### src/rtl/led_step_ctrl.sv
// rtl/led_step_ctrl.sv - button debounce, speed/pause control and step strobe for the LED display
//
// Debounces three raw push-buttons into one-cycle press pulses, keeps a
// saturating 3-bit speed level and a pause flag, and emits a one-cycle step
// strobe every BASE_PERIOD * (8 - speed) cycles while not paused.
//
// Ports:
//   clk100mhz  in   1  system clock
//   rst        in   1  synchronous active-high reset
//   btn_up     in   1  raw asynchronous button, active-high
//   btn_down   in   1  raw asynchronous button, active-high
//   btn_pause  in   1  raw asynchronous button, active-high
//   btn_pulse  out  3  one-cycle press pulses {pause, down, up}
//   speed      out  3  speed level, 0 slowest .. 7 fastest
//   paused     out  1  stepping suspended
//   step       out  1  one-cycle advance strobe

module led_step_ctrl #(
    parameter int DEBOUNCE_CYCLES = 1_000_000,
    parameter int BASE_PERIOD     = 2_500_000
) (
    input  logic       clk100mhz,
    input  logic       rst,
    input  logic       btn_up,
    input  logic       btn_down,
    input  logic       btn_pause,
    output logic [2:0] btn_pulse,
    output logic [2:0] speed,
    output logic       paused,
    output logic       step
);

    // The counter only ever reaches DEBOUNCE_CYCLES-1 before it clears.
    localparam int             DB_W    = $clog2(DEBOUNCE_CYCLES);
    localparam logic [DB_W-1:0] DB_LAST = DB_W'(DEBOUNCE_CYCLES - 1);

    logic [2:0]      raw;
    logic [2:0]      sync1;
    logic [2:0]      sync2;
    logic [2:0]      stable;
    logic [2:0]      stable_d;
    logic [DB_W-1:0] db_cnt [3];

    logic [2:0]  speed_next;
    logic        speed_change;
    logic [31:0] period;
    logic [31:0] period_next;
    logic [31:0] cnt;

    assign raw = {btn_pause, btn_down, btn_up};

    always_ff @(posedge clk100mhz) begin
        if (rst) begin
            sync1 <= '0;
            sync2 <= '0;
        end else begin
            sync1 <= raw;
            sync2 <= sync1;
        end
    end

    // A change is accepted only after DEBOUNCE_CYCLES consecutive mismatching
    // samples; any matching sample restarts the count.
    always_ff @(posedge clk100mhz) begin
        if (rst) begin
            stable <= '0;
            for (int i = 0; i < 3; i++) begin
                db_cnt[i] <= '0;
            end
        end else begin
            for (int i = 0; i < 3; i++) begin
                if (sync2[i] == stable[i]) begin
                    db_cnt[i] <= '0;
                end else if (db_cnt[i] == DB_LAST) begin
                    stable[i] <= sync2[i];
                    db_cnt[i] <= '0;
                end else begin
                    db_cnt[i] <= db_cnt[i] + 1'b1;
                end
            end
        end
    end

    // Rising edge of the debounced level, registered.
    always_ff @(posedge clk100mhz) begin
        if (rst) begin
            stable_d  <= '0;
            btn_pulse <= '0;
        end else begin
            stable_d  <= stable;
            btn_pulse <= stable & ~stable_d;
        end
    end

    // Opposing up/down pulses cancel.
    always_comb begin
        speed_next = speed;
        if (btn_pulse[0] && !btn_pulse[1] && speed != 3'd7) begin
            speed_next = speed + 3'd1;
        end else if (btn_pulse[1] && !btn_pulse[0] && speed != 3'd0) begin
            speed_next = speed - 3'd1;
        end
    end

    assign speed_change = (speed_next != speed);

    // Computed from speed_next so the registered period always matches the
    // registered speed, with no stale-period cycle after a change.
    assign period_next = 32'(BASE_PERIOD) * {28'd0, 4'd8 - {1'b0, speed_next}};

    always_ff @(posedge clk100mhz) begin
        if (rst) begin
            speed  <= 3'd3;
            paused <= 1'b0;
            period <= 32'(BASE_PERIOD) * 32'd5;
        end else begin
            speed  <= speed_next;
            paused <= paused ^ btn_pulse[2];
            period <= period_next;
        end
    end

    // Step timer; a speed change restarts the period and suppresses any
    // strobe that would have fired in the same cycle.
    always_ff @(posedge clk100mhz) begin
        if (rst) begin
            cnt  <= '0;
            step <= 1'b0;
        end else if (speed_change) begin
            cnt  <= '0;
            step <= 1'b0;
        end else if (paused) begin
            step <= 1'b0;
        end else if (cnt == period - 32'd1) begin
            cnt  <= '0;
            step <= 1'b1;
        end else begin
            cnt  <= cnt + 32'd1;
            step <= 1'b0;
        end
    end

endmodule
### config.mk
export PLATFORM = sky130hd
export DESIGN_NAME = led_step_ctrl
export DESIGN_NICKNAME = d
export VERILOG_FILES = /design/src/rtl/led_step_ctrl.sv
export SDC_FILE = /design/constraint.sdc
export NUM_CORES = 1
export LEC_CHECK = 0
export ABC_AREA = 1
export CAP_MARGIN = 40
export CORE_MARGIN = 8
export CORE_UTILIZATION = 40
export DETAILED_ROUTE_END_ITERATION = 8
export GPL_TIMING_DRIVEN = 0
export HOLD_SLACK_MARGIN = 0.12
export PLACE_DENSITY_LB_ADDON = 0.3
export SKIP_LAST_GASP = 1
export SYNTH_ARGS = -nofsm -noshare
export SYNTH_HDL_FRONTEND = slang
export SYNTH_SLANG_ARGS = --single-unit
### constraint.sdc
create_clock -name clk100mhz -period 7.87 [get_ports clk100mhz]
set_input_delay 1.574 -clock clk100mhz [delete_from_list [all_inputs] [get_ports clk100mhz]]
set_output_delay 1.574 -clock clk100mhz [all_outputs]
set_load 0.01 [all_outputs]
==> results.yml <==
power:
  ir_worst_vdd_mv: 0.146
  cellPowerDensity_nw_per_um2: 168
  power_leakage_uw: 0.00423
  post-layout-total-power_uw: 1590
setup_path:
  worst-path-max-fanout: 9
  arrival_ns: 5.66
  crit_path_start_kind: "flip-flop"
  criticalPathCategory: "reg -> reg"
  critical_path.cell_chain: "ha_1 -> ha_1 -> nor3_1 -> nor2_1 -> xor2_1 -> ha_1 -> nand2_1 -> nand2_1 -> inv_1 -> ha_1 -> inv_1 -> fa_1 -> inv_1 -> ha_1 -> nand3_1 -> nand3_1 -> nand2_1 -> nand2_1 -> o21ai_0 -> o31ai_1 -> nand3b_1 -> nand3_1 -> nand3_1"
  worst_setup_path_end_kind: "flip-flop"
  timing.critical_path.slowest_cell_delay_ns: 0.65
  reg2reg_depth: 23
  crit_required_ns: 8.15
  crit_cells: 23
  critPathTopFamily: "adder cells"
  critical-path-slowest-cell: "xor2_1"
  cpMostUsedCell: "ha_1"
  worstPathBufferInverterCount: 3
floorplan:
  die_y_um: 159
  initial_core_util_pct: 40.6
  std_cell_rows: 52
  floorplan.io_pins: 13
  floorplan.core_area_um2: 20100
  floorplan.die.width_um: 159
  die_area_um2: 25200
cells_and_area:
  design.final.nets: 1255
  layout_common_cells: "244 x nand2_1, 184 x inv_1, 149 x nor2_1, 72 x nand3_1, 71 x dfxtp_1"
  fin_util_pct: 46.8
  final_layout_size_suffix_gt1_share_pct: 5.53
  multi_input_gate_area_um2: 4350
  antenna_cells: 0
  layout_commonest_cell: "nand2_1"
  num-fill-cells: 1977
  syn2layout_area_growth_pct: 15.5
  seqCellArea_um2: 3220
placement:
  place.detailed.hpwl_um: 13600
  place.gp.congestion: 0.889
  port-buffer-count: 11
grt:
  wire_length_of_the_first_global_routing_pass_um: 30500
  grt_overflow: 0
  track_usage_pct: 14.4
  grt_antenna_before_repair: 0
  largest_net_degree_at_the_start_of_global_routing: 17
  via_count_of_the_first_global_routing_pass: 6654
drt:
  wl_per_cell_um: 11.9
  drt-pass1-iter-count: 5
  route.final.wire_length_um: 17900
  antenna_violating_nets_post_route: 0
  dr.first_iter.drc_count: 416
  via_per_inst: 4.74
  vias: 7106
  post-route-drc-count: 0
sta:
  fin_tns_setup_ns: 0
  final.period_utilization_pct: 68.4
  finalHoldViolCount: 0
  worst_clock_skew_ns: 0.00994
  timing.final.crit_period_ns: 5.38
  worst_pin_slew_ns: 0.801
  setup_viol: 0
  maxSlewHeadroom_pct: 46.4
  rsz0062_at_grt: "false"
  timing.fmax_mhz: 186
  final_max_slew_viol_count: 0
yosys:
  count_of_warnings_emitted_by_yosys: 0
  synth_edf_count: 60
  synth_seq_area_share_pct: 39.5
  yosys_most_used_dff: "dfxtp_1"
  synthesis.instances: 1127
  postSynthRegisterBits: 131
  netlist-cell-type-count: 47
  share_of_flip_flops_with_an_asynchronous_set_or_reset_after_synthesis_pct: 0
  syn-cell-area_um2: 8160
  average_footprint_of_a_synthesized_cell_um2: 7.24
clock_network:
  clock_input_transition_at_the_sequential_cells_of_the_worst_setup_and_hold_paths_ns: 0.06
  h-tree-depth: 4
  worstSkewPairLatency_ns: 0.42
  root_buffer: "clkbuf_16"
  numCtsBuffers: 17
  clock_tree.buffer_depth: 2
  cts_tree: "yes"
  clock-sinks: 131
  hold_buffer_count_at_cts: 0
  number_of_gates_resized_after_cts: 0
  post_cts_buffers: 0
worst_hold_path:
  timing.hold.worst_path_depth: 1
  tightest_hold_check_type: "reg -> reg"
status:
  run_status: "complete, no violations"
job:
  number_of_max_cap_violations: 0
==> kinds of logic (layout without fill, tap and decap cells) <==
| kind of cell | after synthesis | count (layout) | synth area share [%] |
|---|---|---|---|
| buf+inv | 204 | 247 | 9.86 |
| other cells | 1 | 60 | 0.0460 |
| fa+ha+maj | 34 | 34 | 5.31 |
| compound gates | 120 | 120 | 8.09 |
| xor+xnor | 46 | 46 | 4.94 |
| flops | 131 | 131 | 39.5 |
| simple gates | 591 | 591 | 32.2 |
==> where the power goes <==
| group | total (µW) | switching, µW | internal (µW) | leakage, µW |
|---|---|---|---|---|
| registers | 740 | 12.7 | 728 | 0.00119 |
| logic | 43.9 | 30.6 | 13.2 | 0.00276 |
| clock network | 802 | 303 | 499 | 0.000285 |
==> path summary, 6_finish.rpt <==
check | endpoint | slack [ns] | start
hold / removal | btn_pulse[0] | 0.39 | stable_d[0]
setup / recovery | period[21] | 2.49 | speed[0]
setup reg to reg | period[21] | 2.49 | speed[0]
hold reg to reg | btn_pulse[0] | 0.39 | stable_d[0]
==> state kept, by name, summed over array words and instances, names as in the netlist <==
register,count
btn_pulse,3
cnt,32
db_cnt,60
paused,1
period,19
speed,3
stable,3
stable_d,3
step,1
sync1,3
sync2,3
==> metrics by stage <==
stage | hold slack [ns] | area [µm²] | worst slack, ns | std cells
CTS | 0.400 | 9420 | 2.49 | 1499
global route | 0.400 | 9420 | 2.04 | 1499
global placement | 0.380 | 8820 | 2.54 | 1467
floorplan | 0.373 | 8380 | 3.36 | 1186
finish | 0.393 | 9420 | 2.49 | 1499
detailed placement | 0.388 | 8820 | 2.51 | 1467
==> cells in the mapped netlist (all sizes together) (2+ instances only) <==
master	instances	area, µm²
or2	9	56.3
nor3	53	287
a31oi	3	18.8
and3	2	12.5
nor4	10	62.6
xor2	33	289
edfxtp	60	1800
nand2	248	941
dfxtp	71	1420
a211oi	6	45.0
inv	187	702
buf	5	46.3
o21a	7	52.6
nor3b	7	52.6
nand3	73	378
a21oi	60	300
nor2	160	638
nand4	24	165
nand3b	4	30.0
o21ai	37	185
o31ai	2	15.0
clkbuf	11	52.5
ha	33	413
xnor2	13	114
==> area by class of cell <==
cell class                      instances  area share, %
Buffer                                 16           1.05
Clock buffer                           20           4.64
Clock inverter                         12           1.65
Inverter                              188           7.49
Multi-Input combinational cell        851           46.2
Sequential cell                       131           34.2
Tap cell                              270           3.59
Timing Repair Buffer                   11           1.17
==> metal layers <==
metal	GRT usage [%]	wire, µm	vias up
met5	0	0	-
met4	4.85	272	0
met3	3.28	752	22
met2	24.0	8320	104
met1	17.9	8560	3214
li1	-	-	3766
Note: power is estimated with default switching activity, not from simulation.
